==> src/rtl/eth_tx_framer_pkg.sv <==
// Shared constants, state encoding and helpers for the Ethernet TX framer.
package eth_tx_framer_pkg;

    localparam int unsigned BYTE_LEN          = 8;
    localparam logic [7:0]  ETH_PREAMBLE_BYTE = 8'h55;
    localparam logic [7:0]  ETH_SFD_BYTE      = 8'hD5;
    localparam int unsigned ETH_PREAMBLE_LEN  = 7;
    localparam logic [31:0] CRC32_POLY_REFL   = 32'hEDB88320;
    localparam logic [31:0] CRC32_INIT        = 32'hFFFFFFFF;
    // Register value left after running the CRC over data followed by its own FCS.
    localparam logic [31:0] CRC32_RESIDUE     = 32'hDEBB20E3;
    localparam int unsigned ETH_MIN_FRAME_LEN = 60;
    localparam int unsigned ETH_MAX_FRAME_LEN = 1514;

    // Wide enough for ETH_MAX_FRAME_LEN; the length counter saturates rather than wraps.
    localparam int unsigned LEN_W  = 11;
    // Shared preamble / FCS / IFG step counter; bounds IFG_BYTES to 256.
    localparam int unsigned STEP_W = 8;

    typedef enum logic [2:0] {
        StIdle,
        StPreamble,
        StData,
        StPad,
        StFcs,
        StIfg
    } tx_state_e;

    // FCS goes out as the complemented CRC, least significant byte first.
    function automatic logic [7:0] fcs_byte(input logic [31:0] crc, input logic [1:0] idx);
        logic [31:0] inv;
        inv = ~crc;
        return inv[{idx, 3'b000} +: 8];
    endfunction

endpackage

==> src/rtl/eth_tx_framer_crc32_byte.sv <==
// One byte step of the reflected Ethernet CRC-32. Purely combinational so the
// same block can be reused by an RX FCS checker.
module eth_tx_framer_crc32_byte
    import eth_tx_framer_pkg::*;
(
    input  logic [31:0]         crc_i,
    input  logic [BYTE_LEN-1:0] data_i,
    output logic [31:0]         crc_o
);

    // Shift the byte in LSB first, folding in the reflected polynomial per bit.
    always_comb begin
        logic [31:0] c;
        c = crc_i;
        for (int i = 0; i < BYTE_LEN; i++) begin
            if (c[0] ^ data_i[i]) begin
                c = (c >> 1) ^ CRC32_POLY_REFL;
            end else begin
                c = c >> 1;
            end
        end
        crc_o = c;
    end

endmodule

==> src/rtl/eth_tx_framer.sv <==
// Ethernet TX framer: preamble, SFD, upstream data, zero pad, FCS and
// inter-frame gap, one byte every BYTE_PERIOD clocks toward bytes_to_dibits.
module eth_tx_framer
    import eth_tx_framer_pkg::*;
#(
    parameter int unsigned BYTE_PERIOD   = 4,
    parameter int unsigned MIN_FRAME_LEN = ETH_MIN_FRAME_LEN,
    parameter int unsigned MAX_FRAME_LEN = ETH_MAX_FRAME_LEN,
    parameter int unsigned IFG_BYTES     = 12
) (
    input  logic                clk_i,
    input  logic                rst_ni,
    input  logic [BYTE_LEN-1:0] in_data_i,
    input  logic                in_valid_i,
    input  logic                in_last_i,
    output logic                in_ready_o,
    output logic [BYTE_LEN-1:0] out_byte_o,
    output logic                out_clk_o,
    output logic                busy_o,
    output logic                done_o,
    output logic                err_o
);

    localparam int unsigned TickW = (BYTE_PERIOD > 1) ? $clog2(BYTE_PERIOD) : 1;

    localparam logic [TickW-1:0]  TickLast = TickW'(BYTE_PERIOD - 1);
    localparam logic [LEN_W-1:0]  MinLen   = LEN_W'(MIN_FRAME_LEN);
    localparam logic [LEN_W-1:0]  MaxLen   = LEN_W'(MAX_FRAME_LEN);
    localparam logic [STEP_W-1:0] PreLen   = STEP_W'(ETH_PREAMBLE_LEN);
    localparam logic [STEP_W-1:0] FcsLast  = STEP_W'(3);
    localparam logic [STEP_W-1:0] IfgLast  = STEP_W'(IFG_BYTES - 1);

    tx_state_e           state_q, state_d;
    logic [TickW-1:0]    tick_cnt_q, tick_cnt_d;
    logic [LEN_W-1:0]    len_q, len_d;
    logic [31:0]         crc_q, crc_d;
    logic [STEP_W-1:0]   step_q, step_d;
    logic                drop_q, drop_d;
    logic [BYTE_LEN-1:0] out_byte_q, out_byte_d;
    logic                out_clk_q, out_clk_d;
    logic                busy_q, busy_d;
    logic                done_q, done_d;
    logic                err_q, err_d;

    logic                tick;
    logic [LEN_W-1:0]    len_inc;
    logic [BYTE_LEN-1:0] crc_data;
    logic [31:0]         crc_next;

    assign tick    = (tick_cnt_q == '0);
    assign len_inc = len_q + 1'b1;
    // Pad bytes are zeros but still covered by the FCS.
    assign crc_data = (state_q == StPad) ? '0 : in_data_i;

    eth_tx_framer_crc32_byte u_crc (
        .crc_i  (crc_q),
        .data_i (crc_data),
        .crc_o  (crc_next)
    );

    // Next-state, byte emission and upstream handshake.
    always_comb begin
        state_d    = state_q;
        tick_cnt_d = (tick_cnt_q == TickLast) ? '0 : tick_cnt_q + 1'b1;
        len_d      = len_q;
        crc_d      = crc_q;
        step_d     = step_q;
        drop_d     = drop_q;
        out_byte_d = out_byte_q;
        out_clk_d  = 1'b0;
        busy_d     = busy_q;
        done_d     = 1'b0;
        err_d      = 1'b0;
        in_ready_o = 1'b0;

        unique case (state_q)
            StIdle: begin
                // Accepting a frame does not consume the first byte.
                if (in_valid_i) begin
                    state_d    = StPreamble;
                    tick_cnt_d = '0;
                    busy_d     = 1'b1;
                    crc_d      = CRC32_INIT;
                    len_d      = '0;
                    step_d     = '0;
                    drop_d     = 1'b0;
                end
            end
            StPreamble: begin
                if (tick) begin
                    out_clk_d = 1'b1;
                    if (step_q == PreLen) begin
                        out_byte_d = ETH_SFD_BYTE;
                        step_d     = '0;
                        state_d    = StData;
                    end else begin
                        out_byte_d = ETH_PREAMBLE_BYTE;
                        step_d     = step_q + 1'b1;
                    end
                end
            end
            StData: begin
                if (drop_q) begin
                    // Over-length tail: swallow bytes at full rate until in_last.
                    in_ready_o = 1'b1;
                    if (in_valid_i && in_last_i) begin
                        drop_d  = 1'b0;
                        step_d  = '0;
                        state_d = StFcs;
                    end
                end else if (tick) begin
                    in_ready_o = 1'b1;
                    if (in_valid_i) begin
                        out_clk_d  = 1'b1;
                        out_byte_d = in_data_i;
                        crc_d      = crc_next;
                        len_d      = len_inc;
                        if (in_last_i) begin
                            step_d  = '0;
                            state_d = (len_inc < MinLen) ? StPad : StFcs;
                        end else if (len_inc == MaxLen) begin
                            err_d  = 1'b1;
                            drop_d = 1'b1;
                        end
                    end else begin
                        // Underrun: the frame is cut short on the wire, no FCS.
                        err_d   = 1'b1;
                        step_d  = '0;
                        state_d = StIfg;
                    end
                end
            end
            StPad: begin
                if (tick) begin
                    out_clk_d  = 1'b1;
                    out_byte_d = '0;
                    crc_d      = crc_next;
                    len_d      = len_inc;
                    if (len_inc == MinLen) begin
                        step_d  = '0;
                        state_d = StFcs;
                    end
                end
            end
            StFcs: begin
                if (tick) begin
                    out_clk_d  = 1'b1;
                    out_byte_d = fcs_byte(crc_q, step_q[1:0]);
                    if (step_q == FcsLast) begin
                        done_d  = 1'b1;
                        step_d  = '0;
                        state_d = StIfg;
                    end else begin
                        step_d = step_q + 1'b1;
                    end
                end
            end
            StIfg: begin
                if (tick) begin
                    if (step_q == IfgLast) begin
                        busy_d  = 1'b0;
                        step_d  = '0;
                        state_d = StIdle;
                    end else begin
                        step_d = step_q + 1'b1;
                    end
                end
            end
            default: begin
                state_d = StIdle;
            end
        endcase
    end

    // State and registered outputs; reset drops everything immediately.
    always_ff @(posedge clk_i or negedge rst_ni) begin
        if (!rst_ni) begin
            state_q    <= StIdle;
            tick_cnt_q <= '0;
            len_q      <= '0;
            crc_q      <= CRC32_INIT;
            step_q     <= '0;
            drop_q     <= 1'b0;
            out_byte_q <= '0;
            out_clk_q  <= 1'b0;
            busy_q     <= 1'b0;
            done_q     <= 1'b0;
            err_q      <= 1'b0;
        end else begin
            state_q    <= state_d;
            tick_cnt_q <= tick_cnt_d;
            len_q      <= len_d;
            crc_q      <= crc_d;
            step_q     <= step_d;
            drop_q     <= drop_d;
            out_byte_q <= out_byte_d;
            out_clk_q  <= out_clk_d;
            busy_q     <= busy_d;
            done_q     <= done_d;
            err_q      <= err_d;
        end
    end

    assign out_byte_o = out_byte_q;
    assign out_clk_o  = out_clk_q;
    assign busy_o     = busy_q;
    assign done_o     = done_q;
    assign err_o      = err_q;

endmodule

==> config.mk <==
export PLATFORM = sky130hd
export DESIGN_NAME = eth_tx_framer
export DESIGN_NICKNAME = d
export VERILOG_FILES = /design/src/rtl/eth_tx_framer_pkg.sv /design/src/rtl/eth_tx_framer_crc32_byte.sv /design/src/rtl/eth_tx_framer.sv
export SDC_FILE = /design/constraint.sdc
export NUM_CORES = 1
export LEC_CHECK = 0
export BUFFER_PORTS_ARGS = -buffer_cell sky130_fd_sc_hd__buf_2
export CORE_ASPECT_RATIO = 1.2
export CORE_UTILIZATION = 45
export CTS_BUF_LIST = sky130_fd_sc_hd__clkbuf_4
export DETAILED_ROUTE_END_ITERATION = 6
export GPL_ROUTABILITY_DRIVEN = 0
export PLACE_DENSITY_LB_ADDON = 0.05
export RECOVER_POWER = 25
export SKIP_LAST_GASP = 1
export SYNTH_ARGS = -nofsm -noshare
export SYNTH_HDL_FRONTEND = slang
export SYNTH_HIERARCHICAL = 1
export SYNTH_SLANG_ARGS = --single-unit
==> constraint.sdc <==
create_clock -name clk_i -period 6.14 [get_ports clk_i]
set_clock_uncertainty 0.1 [all_clocks]
set_input_delay 1.228 -clock clk_i [delete_from_list [all_inputs] [get_ports clk_i]]
set_output_delay 1.228 -clock clk_i [all_outputs]
set_load 0.02 [all_outputs]
After elaboration in Yosys (flattened, before gate mapping)

Index checks and enable logic that the tools add are counted.

Bits in registers: 69
Bits in latches: 0
RAM bits: 0
Memory bits (read-only): 0
Input port bits: 12
Output and inout port bits: 13
Logic and storage cells: 163
Memories kept: 0

$add $sub $neg: 3
Multiply operators: 0
Div/mod/pow operators: 0
$lt $le $gt $ge: 1
Equality and inequality tests: 26
Shifts and indexed selects: 1
Mux-type cells: 89
Bitwise gates (word level): 17
Reductions and logical operators: 15

Operators by type and width:

| cell                                                | number |
|---|---|
| two-way mux 32 bit                                  | 13 |
| two-way mux 8 bit                                   | 22 |
| inverter 13 -> 14 bit                               | 8 |
| one-hot mux 32 bit (3 select lines)                 | 1 |
| two-way mux 11 bit                                  | 5 |
| one-hot mux 8 bit (6 select lines)                  | 1 |
| two-way mux 3 bit                                   | 15 |
| one-hot mux 11 bit (3 select lines)                 | 1 |
| inverter 32 bit                                     | 1 |
| one-hot mux 8 bit (4 select lines)                  | 1 |
| indexed part select 32 x 6 -> 8 bit                 | 1 |
| two-way mux 1 bit                                   | 23 |
| inequality test 2 bit, second input constant        | 11 |
| one-hot mux 3 bit (6 select lines)                  | 1 |
| AND reduction 12 bit                                | 1 |
| adder 11 x 1 -> 11 bit, second input constant       | 1 |
| == test 11 bit, second input constant               | 1 |
| == test 11 x 6 -> 1 bit, second input constant      | 1 |
| < comparator 11 x 6 -> 1 bit, second input constant | 1 |
| AND reduction 10 bit                                | 1 |
| adder 8 x 1 -> 8 bit, second input constant         | 1 |
| == test 8 x 2 -> 1 bit, second input constant       | 1 |
| == test 8 x 3 -> 1 bit, second input constant       | 1 |
| == test 8 x 4 -> 1 bit, second input constant       | 1 |
| other kinds (23)                                    | 38 |

Depth between registers and ports, before layout

Word-level depth: 22
Depth in mapped cells: 10
Gate-level depth less buffers: 10

By module

The synthesis kept the hierarchy.

Modules (own cells, without submodules):

| module                   | times used | cells an instance | area an instance (um2) | sequential area each (um2) |
|---|---|---|---|---|
| eth_tx_framer            | 1          | 432               | 3,833.7                | 1,766.7 |
| eth_tx_framer_crc32_byte | 1          | 70                | 769.5                  | 0.0 |

Worst setup path before layout

Ideal clock, no wire load.

Path kind: in2reg
Start point: in in_data_i[1]
End point: reg crc_q[20]
Setup time: 0.079 ns
Data arrival time: 2.921 ns
Required time: 5.961 ns
Path slack: 3.040 ns
Cell stages on the path: 7
Buffers on the path: 0
Path through: and2_1 xnor2_4 xor2_4 xnor3_1 xor3_1 o21ai_0 nand2_1

Word-level cells in the longest chain between the ends: 17
Elaborated cells between the ends (all ways): 19
Classes of those cells: 13 x mux; 6 x bitwise

Ends and longest elaborated chain:

| item                                   | RTL line                       | text |
|---|---|---|
| start: declaration                     | eth_tx_framer.sv:13            | `input logic [BYTE_LEN-1:0] in_data_i,` |
| two-way mux 8 bit *                    | eth_tx_framer.sv:53            | `assign crc_data = (state_q == StPad) ? '0 : in_data_i;` |
| bitwise XOR 1 bit *                    | eth_tx_framer_crc32_byte.sv:16 | `if (c[0] ^ data_i[i]) begin` |
| two-way mux 32 bit * (2 in a row)      | eth_tx_framer_crc32_byte.sv:16 |  |
| inverter 13 -> 14 bit (no source line) | -                              |  |
| two-way mux 32 bit *                   | eth_tx_framer_crc32_byte.sv:16 |  |
| inverter 13 -> 14 bit (no source line) | -                              |  |
| two-way mux 32 bit * (2 in a row)      | eth_tx_framer_crc32_byte.sv:16 |  |
| inverter 13 -> 14 bit (no source line) | -                              |  |
| two-way mux 32 bit *                   | eth_tx_framer_crc32_byte.sv:16 |  |
| inverter 13 -> 14 bit (no source line) | -                              |  |
| two-way mux 32 bit *                   | eth_tx_framer_crc32_byte.sv:16 |  |
| net crc_next[20]                       | eth_tx_framer.sv:48            | `logic [31:0] crc_next;` |
| two-way mux 32 bit                     | eth_tx_framer.sv:113           | `if (in_valid_i) begin` |
| two-way mux 32 bit                     | eth_tx_framer.sv:111           | `end else if (tick) begin` |
| two-way mux 32 bit                     | eth_tx_framer.sv:103           | `if (drop_q) begin` |
| one-hot mux 32 bit (3 select lines) *  | eth_tx_framer.sv:76            | `unique case (state_q)` |
| end signal: assignment                 | eth_tx_framer.sv:193           | `crc_q <= crc_d;` |
| end: declaration                       | eth_tx_framer.sv:36            | `logic [31:0] crc_q, crc_d;` |

The timed path passes the listed nets; every way through them passes the cells marked *. The select of a mux whose other input is x is not followed.
A chain may end at the register's enable or synchronous reset.

Final worst setup path

Start point: reg state_q[1]
End point: reg crc_q[23]

Elaborated cells between the ends (all ways): 35
Classes of those cells: 7 x eq/ne; 14 x mux; 11 x bitwise; 3 x reduce/logical

RTL lines:

| item                                   | RTL line                       | text |
|---|---|---|
| start: declaration                     | eth_tx_framer.sv:33            | `tx_state_e state_q, state_d;` |
| start signal: assignment               | eth_tx_framer.sv:178           | `state_q <= StIdle;` |
| start signal: assignment               | eth_tx_framer.sv:190           | `state_q <= state_d;` |
| == test 3 x 2 -> 1 bit *               | eth_tx_framer.sv:53            |  |
| two-way mux 8 bit *                    | eth_tx_framer.sv:53            |  |
| net crc_data[1]                        | eth_tx_framer.sv:47            | `logic [BYTE_LEN-1:0] crc_data;` |
| bitwise XOR 1 bit *                    | eth_tx_framer_crc32_byte.sv:16 |  |
| two-way mux 32 bit * (2 in a row)      | eth_tx_framer_crc32_byte.sv:16 |  |
| inverter 13 -> 14 bit (no source line) | -                              |  |
| two-way mux 32 bit *                   | eth_tx_framer_crc32_byte.sv:16 |  |
| inverter 13 -> 14 bit (no source line) | -                              |  |
| [3 not listed]                         | -                              |  |
| two-way mux 32 bit *                   | eth_tx_framer_crc32_byte.sv:16 |  |
| inverter 13 -> 14 bit (no source line) | -                              |  |
| two-way mux 32 bit *                   | eth_tx_framer_crc32_byte.sv:16 |  |
| net crc_next[23]                       | eth_tx_framer.sv:48            |  |
| two-way mux 32 bit                     | eth_tx_framer.sv:113           |  |
| two-way mux 32 bit                     | eth_tx_framer.sv:111           |  |
| two-way mux 32 bit                     | eth_tx_framer.sv:103           |  |
| one-hot mux 32 bit (3 select lines) *  | eth_tx_framer.sv:76            |  |

Marked as above.

==> metrics.json <==
{
  "grt": {
    "use_met1_pct": 29.6,
    "number_of_global_route_vias_before_repair": 3340,
    "globalRouteMet2Util_pct": 36.7,
    "grt_pass1_wl_mm": 18.0,
    "global_route.overflow_total": 0,
    "grt_max_degree": 70,
    "grt_util_all_layers_pct": 22.2,
    "met3_usage_pct": 3.90,
    "grt_antenna_before_repair": 0,
    "busiest_layer": "met2"
  },
  "synthesis": {
    "synth_area_per_cell_um2": 9.17,
    "yosys_register_bits": 69,
    "synth_area_leaders": "dfrtp_1 20%, dfstp_2 18%, xnor2_1 8.8%, nand2_1 7.3%, o21ai_0 6.5%",
    "synth.cells.most_frequent": "89 x nand2_1, 60 x o21ai_0, 46 x xnor2_1, 37 x dfrtp_1, 32 x dfstp_2",
    "synthCells": 502,
    "warning_count_from_the_yosys_run": 6,
    "synth_top_area_share_pct": 20.1,
    "netlist.top_cell.by_area": "dfrtp_1",
    "synth_async_sr_flop_share_pct": 100,
    "count_leader_synth": "nand2_1",
    "seq_area_frac_synth_pct": 38.4,
    "mappedNetlistArea_um2": 4600,
    "ys_types": 56,
    "synth_enable_flop_cells": 0,
    "ys_dominant_reg_cell": "dfrtp_1",
    "synthesis.nets": 520
  },
  "detailed_routing": {
    "via_count": 3559,
    "ant_nets_after_route": 0,
    "drtIter0Drc": 176,
    "wl_per_cell_um": 17.1,
    "route.final.wire_length_mm": 10.9,
    "detail_route.vias_per_cell": 5.56,
    "detail_route.drc_violations": 0,
    "drt_pre_antenna_iters": 4
  },
  "critical_path": {
    "crit_path_max_fanout": 16,
    "type_of_the_worst_setup_path": "reg -> reg",
    "critical_path.max_stage_delay_ns": 0.68,
    "crit_top_cell": "nand2_1",
    "worst-endpoint-arrival_ns": 3.88,
    "worst_path_max_delay_cell": "dfrtp_1",
    "critical_path_cell_list": "inv_1, nor2_1, nand2_1, and2_1, xnor2_4, xor2_4, xnor3_1, xor3_1, o21ai_0, nand2_1",
    "crit_path_start_kind": "register",
    "end_kind": "register",
    "critPathRequiredTime_ns": 6.40
  },
  "cts": {
    "numClockSinks": 69,
    "cts.repair_timing.setup_buffer_count": 0,
    "htreeDepth": 3,
    "number_of_buffers_created_by_cts": 9,
    "cts-root-to-sink-buffers": 2,
    "cts-hold-fix-buffers": 0,
    "tritoncts": "yes",
    "clk_latency_ns": 0.43,
    "clk_root_buffer_cell": "clkbuf_4",
    "cts.repair.resized": 0,
    "clkTransAtPathRegs_ns": 0.12
  },
  "sta": {
    "setup_viol": 0,
    "max_clock_freq_mhz": 276,
    "fin_tns_setup_ns": 0,
    "final_max_slew_viol_count": 0,
    "unrepaired_setup_endpoints_after_global_routing": "false",
    "worst-slew-pin-transition_ns": 0.893,
    "finalHoldViolations": 0,
    "min_period_ns": 3.62,
    "period_utilisation_layout_pct": 59.0,
    "slew_headroom_pct": 40.5
  },
  "finish": {
    "nNetsFinal": 527,
    "fraction_of_final_layout_cells_sized_beyond_drive_strength_1_pct": 20.8,
    "synthToLayoutAreaGrowth_pct": 7.99,
    "diodes": 0
  },
  "floorplanning": {
    "num_rows": 40,
    "die_w_um": 94.3,
    "ioPinCount": 25,
    "fp.dieH_um": 113,
    "core_area_um2": 9960,
    "initial_utilization_pct": 46.2,
    "die_footprint_um2": 10600
  },
  "worst_hold_path": {
    "hold_class": "reg -> reg"
  },
  "place": {
    "place_hpwl_mm": 7.41,
    "buffer_ports.inserted": 24
  },
  "status": {
    "run_status": "finished clean"
  },
  "job": {
    "timing.max_cap.violations": 0
  }
}
flip-flops by register name (all words and copies together) (netlist names):
register	flops
err_o	1
len_q	11
step_q	8
crc_q	32
done_o	1
out_byte_o	8
out_clk_o	1
drop_q	1
tick_cnt_q	2
state_q	3
busy_o	1
metal layers:
| layer | part of all wire [%] | wire, um | up-vias |
|---|---|---|---|
| met5 | 0 | 0 | - |
| met4 | 1.2 | 133 | 0 |
| met3 | 2.7 | 299 | 12 |
| met2 | 50 | 5480 | 61 |
| met1 | 46 | 5010 | 1742 |
| li1 | - | - | 1744 |
cells in the final DEF (no fill, tap or decap), types with 3 or more instances in the layout:
cell and n:
nand2b_1 5, inv_1 9, a31oi_1 4, nor2_1 27
nor3b_1 3, o31ai_1 12, clkbuf_4 9, o21ai_0 60
xor2_2 5, a21oi_1 17, nor2b_1 4, mux4_2 8
bufinv_16 3, nor4_1 3, ha_1 6, buf_4 4
buf_2 24, nand4_1 3, xnor2_2 5, o22a_1 6
and3_1 9, dfstp_2 32, xnor2_1 46, mux2_2 4
dfrtp_1 37, nand3_1 10, nand2_1 89, and2_1 8
nor3_1 10, xor2_1 14
cells by family (layout without fill, tap and decap cells):
group / count (synthesis) / in the layout / share of synthesized area [%]
XOR/XNOR: 75 / 75 / 17.7
flip-flops: 69 / 69 / 38.4
AND/OR/NAND/NOR: 179 / 179 / 17.9
adder cells (fa/ha/maj): 6 / 6 / 1.63
multiplexers: 12 / 12 / 4.89
buffers and inverters: 41 / 53 / 3.45
AO/OA/AOI/OAI: 120 / 120 / 16.0
through the flow:
step           setup slack, ns  util (%)  hold WS [ns]  instances  cell area [um^2]
6_report                  2.52      49.9         0.377        640              4970
5_1_grt                   2.21      49.9         0.401        640              4970
4_1_cts                   2.50      49.9         0.378        640              4970
3_5_place_dp              2.56      48.1         0.360        624              4790
3_3_place_gp              2.62      48.1         0.353        624              4790
2_1_floorplan             3.04         -         0.337        502              4600
worst paths after layout:
path	from	end	slack [ns]	depth (start not counted)
setup / recovery	state_q[1]$_DFFE_PN0P_	crc_q[23]$_DFFE_PN1P_	2.52	10
hold / removal	tick_cnt_q[0]$_DFF_PN0_	tick_cnt_q[0]$_DFF_PN0_	0.38	1
setup reg to reg	state_q[1]$_DFFE_PN0P_	crc_q[23]$_DFFE_PN1P_	2.52	10
hold reg to reg	tick_cnt_q[0]$_DFF_PN0_	tick_cnt_q[0]$_DFF_PN0_	0.38	1
max in group asynchronous	rst_ni	out_byte_o[3]$_DFFE_PN0P_	4.48	2
min in group asynchronous	rst_ni	len_q[8]$_DFFE_PN0P_	0.90	2
critical path: cells and delay by family (launching register included):
kind / cells / cell delay [ns]
DFF: 1 / 0.68
AOI/OAI and AO/OA: 1 / 0.16
buffers and inverters: 1 / 0.20
xor gates and xnor gates: 4 / 1.44
and+or+nand+nor: 4 / 0.97
layout make-up:
type / instances / area [um^2]
tap: 126 / 158
clock buffer: 9 / 67.6
inverter: 9 / 33.8
timing repair buffer: 28 / 150
fill: 963 / 4990
sequential: 69 / 1770
clock inverter: 7 / 114
multi-input combinational: 392 / 2680
Power is left out: the tool's default activity adds up to more than one toggle a clock period on the data nets, which glitch-free logic cannot reach.
